**config.mk**
```make
export PLATFORM = sky130hd
export DESIGN_NAME = matrix_addsub_stream_flat
export DESIGN_NICKNAME = d
export VERILOG_FILES = /design/src/rtl/matrix_pkg.sv /design/src/rtl/matrix_addsub_stream_if.sv /design/src/rtl/matrix_addsub_stream_elem_addsub.sv /design/src/rtl/matrix_addsub_stream.sv /design/src/flat_wrapper.sv
export SDC_FILE = /design/constraint.sdc
export NUM_CORES = 1
export LEC_CHECK = 0
export ABC_AREA = 1
export BUFFER_PORTS_ARGS = -buffer_cell sky130_fd_sc_hd__buf_2
export CAP_MARGIN = 15
export CORE_MARGIN = 5
export CORE_UTILIZATION = 57
export DETAILED_ROUTE_END_ITERATION = 6
export GPL_TIMING_DRIVEN = 0
export MAX_ROUTING_LAYER = met4
export PLACE_DENSITY = 0.94
export SYNTH_ARGS = -nofsm -noshare
export SYNTH_HDL_FRONTEND = slang
export SYNTH_HIERARCHICAL = 1
export SYNTH_SLANG_ARGS = --single-unit
```
**constraint.sdc**
```tcl
create_clock -name clk -period 4.4 [get_ports clk]
set_clock_uncertainty 0.1 [all_clocks]
set_input_delay 0.88 -clock clk [delete_from_list [all_inputs] [get_ports clk]]
set_output_delay 0.88 -clock clk [all_outputs]
set_load 0.03 [all_outputs]
```
**src/rtl/matrix_pkg.sv**
```systemverilog
// Shared types and helpers for the streaming matrix add/subtract block.
// Holds mode codes, FSM encoding and width helpers.
package matrix_pkg;

  localparam logic MODE_ADD = 1'b0;
  localparam logic MODE_SUB = 1'b1;

  typedef enum logic {
    ST_IDLE = 1'b0,
    ST_RUN  = 1'b1
  } state_t;

  function automatic int clog2_min1(input int n);
    return ($clog2(n) < 1) ? 1 : $clog2(n);
  endfunction

  function automatic longint smax(input int w);
    return (longint'(1) <<< (w - 1)) - 1;
  endfunction

  function automatic longint smin(input int w);
    return -(longint'(1) <<< (w - 1));
  endfunction

endpackage

```
**src/rtl/matrix_addsub_stream_if.sv**
```systemverilog
// Operand/result stream bundle for matrix_addsub_stream.
// slave = block side, master = fetch/sink side.
interface matrix_addsub_stream_if #(
  parameter int WIDTH = 16,
  parameter int ROWS  = 3,
  parameter int COLS  = 3
);
  import matrix_pkg::*;

  localparam int RW = clog2_min1(ROWS);
  localparam int CW = clog2_min1(COLS);

  logic             mode_sub;
  logic             in_valid;
  logic             in_ready;
  logic [WIDTH-1:0] in_a;
  logic [WIDTH-1:0] in_b;
  logic             out_valid;
  logic             out_ready;
  logic [WIDTH-1:0] out_sum;
  logic [RW-1:0]    out_row;
  logic [CW-1:0]    out_col;
  logic             out_last;
  logic             out_ovf;

  modport slave (
    input  mode_sub, in_valid, in_a, in_b, out_ready,
    output in_ready, out_valid, out_sum,
    output out_row, out_col, out_last, out_ovf
  );

  modport master (
    output mode_sub, in_valid, in_a, in_b, out_ready,
    input  in_ready, out_valid, out_sum,
    input  out_row, out_col, out_last, out_ovf
  );

endinterface

```
**src/rtl/matrix_addsub_stream_elem_addsub.sv**
```systemverilog
// Combinational signed add/subtract with overflow flag.
// MATRIX_SATURATE_EN clamps overflowed results to the signed range.
module elem_addsub
  import matrix_pkg::*;
#(
  parameter int WIDTH = 16
) (
  input  logic [WIDTH-1:0] a,
  input  logic [WIDTH-1:0] b,
  input  logic             sub,
  output logic [WIDTH-1:0] sum,
  output logic             ovf
);

`ifdef MATRIX_SATURATE_EN
  localparam logic [WIDTH-1:0] SMAX = WIDTH'(smax(WIDTH));
  localparam logic [WIDTH-1:0] SMIN = WIDTH'(smin(WIDTH));
`endif

  logic [WIDTH-1:0] b_eff;
  logic [WIDTH-1:0] raw;

  always_comb begin
    // A-B is A + ~B + 1, so one adder covers both modes
    b_eff = sub ? ~b : b;
    raw   = a + b_eff + WIDTH'(sub);
    ovf   = (a[WIDTH-1] == b_eff[WIDTH-1]) &&
            (raw[WIDTH-1] != a[WIDTH-1]);
`ifdef MATRIX_SATURATE_EN
    if (ovf) sum = a[WIDTH-1] ? SMIN : SMAX;
    else     sum = raw;
`else
    sum = raw;
`endif
  end

endmodule

```
**src/rtl/matrix_addsub_stream.sv**
```systemverilog
// Streaming ROWS x COLS matrix add/subtract, one element per beat.
// Optional MATRIX_SATURATE_EN clamps element results on overflow.
module matrix_addsub_stream
  import matrix_pkg::*;
#(
  parameter int WIDTH = 16,
  parameter int ROWS  = 3,
  parameter int COLS  = 3
) (
  input  logic clk,
  input  logic rst,
  output logic busy,
  matrix_addsub_stream_if.slave s
);

  localparam int RW = clog2_min1(ROWS);
  localparam int CW = clog2_min1(COLS);
  localparam logic [RW-1:0] ROW_END = RW'(ROWS - 1);
  localparam logic [CW-1:0] COL_END = CW'(COLS - 1);

  state_t           state_q, state_d;
  logic             mode_q, mode_d;
  logic [RW-1:0]    row_q, row_d;
  logic [CW-1:0]    col_q, col_d;
  logic             acc_q, acc_d;
  logic             out_valid_q, out_valid_d;
  logic [WIDTH-1:0] out_sum_q, out_sum_d;
  logic [RW-1:0]    out_row_q, out_row_d;
  logic [CW-1:0]    out_col_q, out_col_d;
  logic             out_last_q, out_last_d;
  logic             out_ovf_q, out_ovf_d;

  logic             accept;
  logic             first;
  logic             at_end;
  logic             mode_eff;
  logic             ovf_now;
  logic             elem_ovf;
  logic [WIDTH-1:0] elem_sum;

  assign s.in_ready = !rst && (!out_valid_q || s.out_ready);
  assign accept     = s.in_valid && s.in_ready;
  assign first      = (state_q == ST_IDLE);
  assign at_end     = (row_q == ROW_END) && (col_q == COL_END);
  assign mode_eff   = first ? s.mode_sub : mode_q;
  assign ovf_now    = (first ? 1'b0 : acc_q) | elem_ovf;

  elem_addsub #(.WIDTH(WIDTH)) u_elem (
    .a   (s.in_a),
    .b   (s.in_b),
    .sub (mode_eff == MODE_SUB),
    .sum (elem_sum),
    .ovf (elem_ovf)
  );

  always_comb begin
    state_d     = state_q;
    mode_d      = mode_q;
    row_d       = row_q;
    col_d       = col_q;
    acc_d       = acc_q;
    out_valid_d = out_valid_q;
    out_sum_d   = out_sum_q;
    out_row_d   = out_row_q;
    out_col_d   = out_col_q;
    out_last_d  = out_last_q;
    out_ovf_d   = out_ovf_q;
    if (accept) begin
      out_valid_d = 1'b1;
      out_sum_d   = elem_sum;
      out_row_d   = row_q;
      out_col_d   = col_q;
      out_last_d  = at_end;
      out_ovf_d   = ovf_now;
      acc_d       = ovf_now;
      mode_d      = mode_eff;
      state_d     = at_end ? ST_IDLE : ST_RUN;
      if (col_q == COL_END) begin
        col_d = '0;
        row_d = at_end ? '0 : row_q + RW'(1);
      end else begin
        col_d = col_q + CW'(1);
      end
    end else if (s.out_ready) begin
      out_valid_d = 1'b0;
    end
  end

  always_ff @(posedge clk or posedge rst) begin
    if (rst) begin
      state_q     <= ST_IDLE;
      mode_q      <= MODE_ADD;
      row_q       <= '0;
      col_q       <= '0;
      acc_q       <= 1'b0;
      out_valid_q <= 1'b0;
      out_sum_q   <= '0;
      out_row_q   <= '0;
      out_col_q   <= '0;
      out_last_q  <= 1'b0;
      out_ovf_q   <= 1'b0;
    end else begin
      state_q     <= state_d;
      mode_q      <= mode_d;
      row_q       <= row_d;
      col_q       <= col_d;
      acc_q       <= acc_d;
      out_valid_q <= out_valid_d;
      out_sum_q   <= out_sum_d;
      out_row_q   <= out_row_d;
      out_col_q   <= out_col_d;
      out_last_q  <= out_last_d;
      out_ovf_q   <= out_ovf_d;
    end
  end

  assign s.out_valid = out_valid_q;
  assign s.out_sum   = out_sum_q;
  assign s.out_row   = out_row_q;
  assign s.out_col   = out_col_q;
  assign s.out_last  = out_last_q;
  assign s.out_ovf   = out_ovf_q;
  assign busy        = (state_q == ST_RUN);

endmodule

```
**src/flat_wrapper.sv**
```systemverilog
// flat-port wrapper written by rule: the top's interface ports become plain ports
module matrix_addsub_stream_flat import matrix_pkg::*;
#(
  parameter int WIDTH = 16,
  parameter int ROWS  = 3,
  parameter int COLS  = 3
)
  (clk, rst, busy, s_mode_sub, s_in_valid, s_in_a, s_in_b, s_out_ready, s_in_ready, s_out_valid, s_out_sum, s_out_row, s_out_col, s_out_last, s_out_ovf);
  matrix_addsub_stream_if #(.WIDTH(WIDTH), .ROWS(ROWS), .COLS(COLS)) s_i ();
  input  logic clk;
  input  logic rst;
  output logic busy;
  input wire logic [$bits(s_i.mode_sub)-1:0] s_mode_sub;
  input wire logic [$bits(s_i.in_valid)-1:0] s_in_valid;
  input wire logic [$bits(s_i.in_a)-1:0] s_in_a;
  input wire logic [$bits(s_i.in_b)-1:0] s_in_b;
  input wire logic [$bits(s_i.out_ready)-1:0] s_out_ready;
  output wire logic [$bits(s_i.in_ready)-1:0] s_in_ready;
  output wire logic [$bits(s_i.out_valid)-1:0] s_out_valid;
  output wire logic [$bits(s_i.out_sum)-1:0] s_out_sum;
  output wire logic [$bits(s_i.out_row)-1:0] s_out_row;
  output wire logic [$bits(s_i.out_col)-1:0] s_out_col;
  output wire logic [$bits(s_i.out_last)-1:0] s_out_last;
  output wire logic [$bits(s_i.out_ovf)-1:0] s_out_ovf;
  assign s_i.mode_sub = s_mode_sub;
  assign s_i.in_valid = s_in_valid;
  assign s_i.in_a = s_in_a;
  assign s_i.in_b = s_in_b;
  assign s_i.out_ready = s_out_ready;
  assign s_in_ready = s_i.in_ready;
  assign s_out_valid = s_i.out_valid;
  assign s_out_sum = s_i.out_sum;
  assign s_out_row = s_i.out_row;
  assign s_out_col = s_i.out_col;
  assign s_out_last = s_i.out_last;
  assign s_out_ovf = s_i.out_ovf;
  matrix_addsub_stream #(.WIDTH(WIDTH), .ROWS(ROWS), .COLS(COLS)) u_core (.clk(clk), .rst(rst), .busy(busy), .s(s_i));
endmodule
```
==> impl_metrics.toml, run 1 <==
[status]
outcome = "complete, no violations"

[routing]
drtIter0Drc = 99
drtAntennaViolNets = 0
via_count = 2177
wl_per_cell_um = 11.4
drc = 0
firstDrtPassIters = 4
viasPerCell = 4.96
wl_mm = 5.01

[logic_synthesis]
ys_types = 25
syn_area_um2 = 2250
synth_edf_count = 0
ys_seq_elements = 29
syn-instance-count = 322
yosysWarnings = 6
synth_most_common_cell = "nand2_1"
yosysTopAreaCellShare = 0.322
seq_area_frac_synth = 0.322
synth.area.top_cells = "dfrtp_1 (32%), nand2_1 (22%), ha_1 (8.3%)"
async_reset_ff_frac = 1.00
syn_avg_cell_area_um2 = 6.99
synth_commonest_cells = "nand2_1 (131), inv_1 (35), dfrtp_1 (29), xor2_1 (19), nor2_1 (17)"
synth_flop_cell = "dfrtp_1"
synth.largest_area_cell = "dfrtp_1"
synth.net_count = 375

[final_layout]
insertedDiodeCount = 0
ff_latch_area_um2 = 726
nNetsFinal = 443
syn_to_final_growth_pct = 19.9
nFillCells = 304
layout-drive-gt1-share = 0.246
multi_input_area_um2 = 1310

[floorplanning]
ios = 62
core.rowCount = 22
fp.dieH_um = 72.9
die_area_um2 = 5310
fp.dieW_um = 72.9
coreArea_um2 = 3740
floorplan.initialDensity = 0.602

[sta]
tns_ns = 0
rsz0062_at_grt = "no"
period_needed_ns = 2.99
relSlewSlack = 0.574
fin_crit_sh = 0.679
tightest_slew_ns = 0.638
drv_slew = 0
setup_viol = 0
hold_ws_ns = 0.377
fin_ws_ns = 1.41
finalHoldViolCount = 0
fmax_mhz = 335

[setup_path]
worstPathRequired_ns = 4.47
path_class = "in2reg"
path_cells = "buf_2, nand2_1, and2_1, inv_1, buf_6, buf_2, xor2_1, ha_1, nand2_1, nand2_1, nand2_1, nand2_1, nand2_1, nand2_1, nor2_2, nand2_2, nand2_1, nand2_1, a21oi_1, o21ai_1"
reg2reg_from = "u_core/busy"
reg2reg_depth = 20
worstReg2RegEnd = "u_core/acc_q"
crit_arrival_ns = 3.06
worstSetupEndpointType = "register"
cp_max_fo = 10
slowest_delay_ns = 0.30
crit_top_cell = "nand2_1"
cp_slowest_cell = "buf_2"
r2r_slack_ns = 1.60
startpoint_type = "primary input"

[clock_network]
post-cts-setup-buffer-count = 0
cts_buffer_depth = 2
ctsHtreeMaxLevel = 2
clk_pin_slew_ns = 0.06
cts-resized-gates = 0
cts_buffers = 5
cts-root-buf = "clkbuf_8"
clkLatencyLatePin_ns = 0.28
hold_buffers = 0
cts_tree = "done"
clock-sinks = 29

[pwr]
switchingPower_mw = 0.746
comb_power_share = 0.583
intPower_mw = 0.776
power.share.clock = 0.134
ir_drop_v = 0.000241
p_per_area_nw_per_um2 = 564
p_leak_nw = 1.63
power_switching_share = 0.490
p_seq_frac = 0.283

[placed_design]
hpwl_mm = 4.16
io_buffer_count = 61
post-place-ws_ns = 1.13
gp_congestion = 0.957

[worst_hold_path]
hold_path_startpoint = "u_core/s.out_col[0]"
min_delay_path_depth = 2
holdPathEnd = "u_core/s.out_col[0]"
hp-class = "reg2reg"

[global_routing]
grt_pass1_vias = 2070
grt_max_degree = 32
grt_usage = 0.216
grt_overflow = 0
grt_pass1_wl_mm = 8.74
antenna_found_initial = 0

[run]
max-cap-violations = 0
[layer usage]
metal	vias up	track usage	routed length (um)
met5	-	-	0
met3	13	0.0455	338
met1	966	0.240	2030
met4	0	0.0963	129
li1	1129	-	-
met2	69	0.371	2520
[final cells by class]
cell class,instances,share of cell area
Buffer,7,0.0222
Multi-Input combinational cell,246,0.487
Tap cell,48,0.0222
Timing Repair Buffer,61,0.113
Sequential cell,29,0.269
Inverter,40,0.0565
Clock inverter,2,0.00371
Clock buffer,6,0.0269
[placed cells by master, fill, tap and decap left out, drive strengths merged]
cell type and instances:
dfrtp 29, xnor2 3, fa 1, nor3 1, xor2 19, clkinv 2
o21a 1, nand4 3, nand3 14, inv 40, and2 4, nand2 140
nor2 18, a21oi 12, o21ai 15, ha 15, clkbuf 6, buf 68
[flip-flops by register name (all words and copies together) (netlist names)]
register,count
u_core/s.out_last,1
u_core/busy,1
u_core/acc_q,1
u_core/s.out_row,2
u_core/s.out_valid,1
u_core/col_q,2
u_core/row_q,2
u_core/s.out_col,2
u_core/mode_q,1
u_core/s.out_sum,16
[through the flow]
| step | cell area, um^2 | total power, mW | cells | utilization |
|---|---|---|---|---|
| 2_1_floorplan | 2250 | 1.09 | 322 | - |
| 3_3_place_gp | 2620 | 1.29 | 431 | 0.699 |
| 3_5_place_dp | 2620 | 1.32 | 431 | 0.699 |
| 4_1_cts | 2700 | 1.53 | 439 | 0.721 |
| 5_1_grt | 2700 | 1.66 | 439 | 0.721 |
| 6_report | 2700 | 1.52 | 439 | 0.721 |
[kinds of logic (layout without fill, tap and decap cells)]
family / after synthesis / count (layout) / synth area share
flip-flops: 29 / 29 / 0.322
AO/OA/AOI/OAI: 28 / 28 / 0.0683
adder cells (fa/ha/maj): 16 / 16 / 0.0922
XOR/XNOR: 22 / 22 / 0.0856
AND/OR/NAND/NOR: 180 / 180 / 0.337
buffers and inverters: 47 / 116 / 0.0944
[critical path, delay by kind of cell]
| kind | cells | cell delay (ns) |
|---|---|---|
| simple gates | 12 | 0.90 |
| compound gates | 2 | 0.19 |
| fa+ha+maj | 1 | 0.29 |
| xor+xnor | 1 | 0.18 |
| buf+inv | 4 | 0.59 |
[power by group through the flow]
| stage | Sequential (mW) | Combinational, mW | Clock, mW |
|---|---|---|---|
| 2_1_floorplan | 0.597 | 0.495 | 0 |
| 3_3_place_gp | 0.430 | 0.855 | 0 |
| 3_5_place_dp | 0.436 | 0.886 | 0 |
| 4_1_cts | 0.432 | 0.891 | 0.210 |
| 5_1_grt | 0.446 | 0.988 | 0.227 |
| 6_report | 0.431 | 0.887 | 0.204 |
[how the worst max path moves through the flow]
| stage | start | to | slack [ns] | cells after the start |
|---|---|---|---|---|
| detailed placement | s_mode_sub | u_core/acc_q | 1.13 | 20 |
| global route | s_mode_sub | u_core/acc_q | 1.22 | 20 |
| floorplan | s_mode_sub | u_core/acc_q | 1.49 | 19 |
| CTS | s_mode_sub | u_core/acc_q | 1.43 | 20 |
| global placement | s_mode_sub | u_core/acc_q | 1.17 | 20 |
| finish | s_mode_sub | u_core/acc_q | 1.41 | 20 |
Power figures use the tool's default switching activity.
==> run 2: changes to the inputs <==
--- a/config.mk
+++ b/config.mk
@@ -5,15 +5,15 @@
 export SDC_FILE = /design/constraint.sdc
 export NUM_CORES = 1
 export LEC_CHECK = 0
-export ABC_AREA = 1
+export ABC_AREA = 0
 export BUFFER_PORTS_ARGS = -buffer_cell sky130_fd_sc_hd__buf_2
 export CAP_MARGIN = 15
 export CORE_MARGIN = 5
-export CORE_UTILIZATION = 57
+export CORE_UTILIZATION = 53
 export DETAILED_ROUTE_END_ITERATION = 6
 export GPL_TIMING_DRIVEN = 0
 export MAX_ROUTING_LAYER = met4
-export PLACE_DENSITY = 0.94
+export PLACE_DENSITY = 0.89
 export SYNTH_ARGS = -nofsm -noshare
 export SYNTH_HDL_FRONTEND = slang
 export SYNTH_HIERARCHICAL = 1
==> constraint.sdc (replaced) <==
create_clock -name clk -period 3 [get_ports clk]
set_clock_uncertainty 0.1 [all_clocks]
set_input_delay 0.6 -clock clk [delete_from_list [all_inputs] [get_ports clk]]
set_output_delay 0.6 -clock clk [all_outputs]
set_load 0.03 [all_outputs]
==> run 2 against run 1 <==
Clock power rose by 58%; core utilization rose by 1.0 points; synthesized area fell by 0.78%; non-clock buffer count rose by 10; flip-flop and latch count did not move; synthesized cell count fell by 33%; global-route usage fell by 2.5 points; register-to-register slack got worse by 1.6 ns; total power rose by 140%; wire length rose by 13%; cell count fell by 21%; via count fell by 12%; critical path type is now reg2reg.
==> impl_metrics.toml, run 2 <==
[final_layout]
final_common_cell = "buf_2"
multi_input_area_um2 = 1570
insertedDiodeCount = 0
ff_latch_area_um2 = 727
instances_no_fill = 345
final_cell_mix = "buf_2 (62), dfrtp_1 (28), mux2_4 (18), xor2_1 (18), nand2_1 (13)"
layout-drive-gt1-share = 0.461
nNetsFinal = 347
syn_to_final_growth_pct = 32.9
nFillCells = 286
largest_register_ffs = 16

[pwr]
p_leak_nw = 1.42
switchingPower_mw = 1.67
intPower_mw = 1.95
power.share.clock = 0.089
comb_power_share = 0.724
power_switching_share = 0.461
ir_drop_v = 0.000723
p_per_area_nw_per_um2 = 1220
total_power_mw = 3.61
p_seq_frac = 0.186

[floorplanning]
die_area_um2 = 5620
coreArea_um2 = 4060
core.rowCount = 23
fp.dieW_um = 74.9
floorplan.initialDensity = 0.551
ios = 62
fp.dieH_um = 74.9

[global_routing]
grt_max_degree = 30
grt_pass1_wl_mm = 8.07
grt_pass1_vias = 1878
grt_usage = 0.191
antenna_found_initial = 0
grt_overflow = 0

[logic_synthesis]
synth_edf_count = 0
syn-instance-count = 216
synth.largest_area_cell = "dfrtp_1"
seq_area_frac_synth = 0.325
synth.net_count = 269
ys_types = 55
synth_commonest_cells = "dfrtp_1 (29), xor2_1 (19), mux2_4 (17), ha_1 (15), nand2_1 (13)"
synth_most_common_cell = "dfrtp_1"
synth_flop_cell = "dfrtp_1"
async_reset_ff_frac = 1.00
syn_area_um2 = 2230
ys_seq_elements = 29
yosysWarnings = 6
syn_avg_cell_area_um2 = 10.3
yosysTopAreaCellShare = 0.325
synth.area.top_cells = "dfrtp_1 (32%), mux2_4 (11%), ha_1 (8.4%)"

[routing]
firstDrtPassIters = 4
via_count = 1916
wl_per_cell_um = 16.5
viasPerCell = 5.55
drtIter0Drc = 97
drc = 0
wl_mm = 5.68
drtAntennaViolNets = 0

[clock_network]
ctsHtreeMaxLevel = 2
cts_tree = "done"
clk_pin_slew_ns = 0.07
cts-root-buf = "clkbuf_8"
clock-sinks = 29
cts_buffers = 5
clkLatencyLatePin_ns = 0.27
hold_buffers = 0
cts_buffer_depth = 2

[placed_design]
gp_congestion = 0.842
post-place-ws_ns = -0.357
io_buffer_count = 61
dp_cells = 327
hpwl_mm = 3.94

[setup_path]
critPathCapture = "u_core/s.out_sum[15]"
worstSetupEndpointType = "register"
cp_max_fo = 7
reg2reg_depth = 10
crit_cells = 10
path_cells = "mux2_4, buf_12, xor2_1, ha_1, and2_1, buf_6, nand3_2, o311a_4, xnor2_1, mux2_4"
worst-path-buf-inv = 2
path_class = "reg2reg"
reg2reg_from = "u_core/busy"
critPathLaunch = "u_core/busy"
r2r_slack_ns = 0.04
slowest_delay_ns = 0.44
worstPathRequired_ns = 3.05
worstReg2RegEnd = "u_core/s.out_sum[15]"
crit_top_cell = "mux2_4"
cp_top_family = "multiplexers"
startpoint_type = "register"
cp_slowest_cell = "dfrtp_2"
crit_arrival_ns = 3.01

[sta]
relSlewSlack = 0.729
period_needed_ns = 2.96
fmax_mhz = 338
drv_slew = 0
tns_ns = 0
tightest_slew_ns = 0.404
setup_viol = 0
finalHoldViolCount = 0
fin_ws_ns = 0.0443
fin_crit_sh = 0.985

[status]
outcome = "complete, no violations"

[worst_hold_path]
hp-class = "in2async"

[run]
max-cap-violations = 0
[run 2: changes by cell type in the layout (fill, tap and decap cells not counted), moves of 5 or more]
cell     previous run  this run
nand2_1           131        13
inv_1              35         8
mux2_4              0        18
buf_4               0        10
nand2_2             9         0
nor2_1             17         9
nand3_1            11         4
o21ai_1             7         1
xnor2_1             3         9
o21ai_0             5        10
[run 2: logic make-up (layout without fill, tap and decap cells)]
kind of cell,count (synthesis),count (layout),share of synthesized area
AO/OA/AOI/OAI,52,52,0.154
buffers and inverters,16,94,0.0403
flip-flops,29,29,0.325
multiplexers,23,24,0.145
AND/OR/NAND/NOR,52,52,0.133
XOR/XNOR,28,28,0.110
adder cells (fa/ha/maj),16,16,0.0929
[run 2: worst register-to-register path: cells and delay by family, from the launching register on]
family                   cells  cell delay, ns
multiplexers                 2            0.64
flip-flops                   1            0.44
AO/OA/AOI/OAI                1            0.41
adder cells (fa/ha/maj)      1            0.36
buffers and inverters        2            0.30
AND/OR/NAND/NOR              2            0.29
XOR/XNOR                     2            0.28
[run 2: layout make-up]
cell class	instances	share of cell area
multi-input combinational	172	0.528
inverter	8	0.0101
sequential	29	0.245
tap	50	0.0211
buffer	7	0.0249
clock buffer	8	0.0303
timing repair buffer	71	0.141
[run 2: what timing repair did]
item | in CTS | in global routing
setup endpoints to repair | 6 | 10
pin swaps | 0 | 9
setup buffers | 2 | 6
gates cloned | 0 | 2
endpoints found under the hold margin | 0 | 0
resized for setup | 2 | 27
[run 2: power groups by stage]
stage	logic [mW]	clock network (mW)	registers [mW]
final	2.62	0.322	0.673
after global routing	2.82	0.350	0.698
after CTS	2.24	0.327	0.671
after detailed placement	2.20	0	0.670
after global placement	2.12	0	0.669
after floorplan	1.48	0	0.925
[run 2: layer usage]
layer | vias up | part of all wire | wire length [um] | global-route usage
met2 | 62 | 0.52 | 2970 | 0.318
met3 | 5 | 0.062 | 353 | 0.0240
li1 | 932 | - | - | -
met1 | 917 | 0.41 | 2310 | 0.249
met5 | - | 0 | 0 | -
met4 | 0 | 0.0074 | 42 | 0.0415
[run 2: stage by stage]
| step | util | cell area [um^2] | hold slack, ns |
|---|---|---|---|
| final | 0.732 | 2970 | 0.197 |
| after floorplan | - | 2260 | 0.376 |
| after CTS | 0.675 | 2740 | 0.407 |
| after global placement | 0.647 | 2620 | 0.381 |
| after global routing | 0.732 | 2970 | 0.213 |
| after detailed placement | 0.647 | 2620 | 0.391 |
[run 2: worst min-delay path by stage]
stage                                endpoint                 from  slack [ns]  cells past startpoint
after floorplan                 u_core/mode_q        u_core/mode_q        0.38                      1
after global placement           u_core/acc_q         u_core/acc_q        0.38                      2
after detailed placement  u_core/s.out_sum[5]  u_core/s.out_sum[5]        0.39                      1
after CTS                   u_core/s.out_last    u_core/s.out_last        0.41                      1
after global routing          u_core/row_q[1]                  rst        0.21                      2
final                         u_core/row_q[1]                  rst        0.20                      2
==> run 3: changes to the inputs <==
--- a/config.mk
+++ b/config.mk
@@ -5,15 +5,15 @@
 export SDC_FILE = /design/constraint.sdc
 export NUM_CORES = 1
 export LEC_CHECK = 0
-export ABC_AREA = 0
+export ABC_AREA = 1
 export BUFFER_PORTS_ARGS = -buffer_cell sky130_fd_sc_hd__buf_2
 export CAP_MARGIN = 15
 export CORE_MARGIN = 5
-export CORE_UTILIZATION = 53
+export CORE_UTILIZATION = 35
 export DETAILED_ROUTE_END_ITERATION = 6
 export GPL_TIMING_DRIVEN = 0
 export MAX_ROUTING_LAYER = met4
-export PLACE_DENSITY = 0.89
+export PLACE_DENSITY = 0.65
 export SYNTH_ARGS = -nofsm -noshare
 export SYNTH_HDL_FRONTEND = slang
 export SYNTH_HIERARCHICAL = 1
==> run 3 against run 2 <==
Non-clock buffer count is 11 lower; critical path type unchanged; highest routed layer unchanged; register-to-register slack better by 0.38 ns; cell count is 35% higher; wire length is 10% lower; critical endpoint is now u_core/acc_q.
==> impl_metrics.toml, run 3 (synthesis gave the netlist of run 1 again) <==
[sta]
rsz0062_at_grt = "no"
tns_ns = 0
drv_slew = 0
period_needed_ns = 2.57
fin_crit_sh = 0.857
relSlewSlack = 0.565
setup_viol = 0
fmax_mhz = 389
finalHoldViolCount = 0
tightest_slew_ns = 0.652

[routing]
drtAntennaViolNets = 0
drc = 0
wl_per_cell_um = 10.9
drtIter0Drc = 90
wl_mm = 5.10
via_count = 2102
firstDrtPassIters = 4
viasPerCell = 4.50

[final_layout]
syn_to_final_growth_pct = 21.3
multi_input_area_um2 = 1310
largest_register_ffs = 16
final_common_cell = "nand2_1"
nFillCells = 724
utilization = 0.433
layout-drive-gt1-share = 0.244
nNetsFinal = 442
ff_latch_area_um2 = 726
insertedDiodeCount = 0
final_cell_mix = "nand2_1 (131), buf_2 (63), inv_1 (35), dfrtp_1 (29), xor2_1 (19)"

[worst_hold_path]
hp-class = "in2async"

[clock_network]
hold_buffers = 0
cts_buffers = 5
cts_tree = "done"
clock-sinks = 29
clk_pin_slew_ns = 0.06
clkLatencyLatePin_ns = 0.27
cts_buffer_depth = 2
cts-root-buf = "clkbuf_8"
ctsHtreeMaxLevel = 2

[global_routing]
grt_usage = 0.134
grt_overflow = 0
antenna_found_initial = 0
grt_pass1_vias = 2078
grt_pass1_wl_mm = 8.90
grt_max_degree = 32

[setup_path]
slowest_delay_ns = 0.40
worst-path-buf-inv = 3
cp_slowest_cell = "dfrtp_1"
crit_arrival_ns = 2.63
startpoint_type = "register"
path_cells = "inv_1, nand2_1, and2_1, inv_1, buf_6, xor2_1, ha_1, a21oi_1, nand2_1, nand2_1, nand2_1, nor2_2, nand2_2, nand2_1, nand2_1, a21oi_1, o21ai_1"
crit_top_cell = "nand2_1"
worstSetupEndpointType = "register"
path_class = "reg2reg"
r2r_slack_ns = 0.43
cp_top_family = "simple AND/OR/NAND/NOR gates"
cp_max_fo = 16
worstPathRequired_ns = 3.06

[placed_design]
io_buffer_count = 61
gp_congestion = 0.817
hpwl_mm = 4.22

[floorplanning]
fp.dieH_um = 90.2
fp.dieW_um = 90.2
ios = 62
die_area_um2 = 8140
core.rowCount = 29
floorplan.initialDensity = 0.357
coreArea_um2 = 6310

[pwr]
p_leak_nw = 1.63
ir_drop_v = 0.000397
p_per_area_nw_per_um2 = 813

[run]
max-cap-violations = 0

[status]
outcome = "complete, no violations"
-- run 3: cell types whose count changed in the layout (fill, tap and decap cells not counted), moves of 5 or more --
cell and delta:
nand2_2 +9, o21ai_0 -5, nand3_1 +7, nor2_1 +8, xnor2_1 -6, buf_4 -10, nand2_1 +118, inv_1 +27
o21ai_1 +6, mux2_4 -18
-- run 3: worst paths after layout --
check / startpoint / endpoint / cells past startpoint
max: u_core/busy / u_core/acc_q / 17
min in group clk: u_core/s.out_sum[13] / u_core/s.out_sum[13] / 2
max in group asynchronous: rst / u_core/s.out_sum[2] / 2
min reg2reg: u_core/s.out_sum[13] / u_core/s.out_sum[13] / 2
max reg2reg: u_core/busy / u_core/acc_q / 17
min: rst / u_core/s.out_valid / 2
-- run 3: per-layer routing --
layer  share of wire  up-vias  GRT usage
met5               0        -          -
met2            0.47       52      0.227
met4           0.010        0     0.0372
met3           0.061        5     0.0317
met1            0.46      918      0.159
li1                -     1127          -
-- run 3: stage by stage --
step           worst slack (ns)  power [mW]  instances  hold slack [ns]  cell area [um^2]
2_1_floorplan             0.354        1.60        322            0.349              2250
3_3_place_gp             0.0126        1.92        460            0.362              2650
3_5_place_dp            -0.0147        1.94        460            0.360              2650
4_1_cts                   0.187        2.25        468            0.348              2740
5_1_grt                  0.0763        2.43        467            0.384              2730
6_report                  0.429        2.22        467            0.325              2730
-- run 3: layout make-up --
| class | instances | share of cell area |
|---|---|---|
| Multi-Input combinational cell | 246 | 0.481 |
| Sequential cell | 29 | 0.266 |
| Timing Repair Buffer | 61 | 0.112 |
| Inverter | 40 | 0.0559 |
| Tap cell | 77 | 0.0353 |
| Clock buffer | 6 | 0.0266 |
| Buffer | 6 | 0.0202 |
| Clock inverter | 2 | 0.00366 |
-- run 3: what timing repair did --
| item | CTS | global route |
|---|---|---|
| endpoints found under the setup margin | 0 | 1 |
| endpoints found under the hold margin | 0 | 0 |
| setup buffers | 0 | 0 |
| resized for setup | 0 | 0 |
-- run 3: power by group --
group | total, mW | internal, mW | switching (mW)
registers | 0.635 | 0.541 | 0.0940
logic | 1.29 | 0.434 | 0.851
clock network | 0.300 | 0.160 | 0.140
total | 2.22 | 1.14 | 1.08
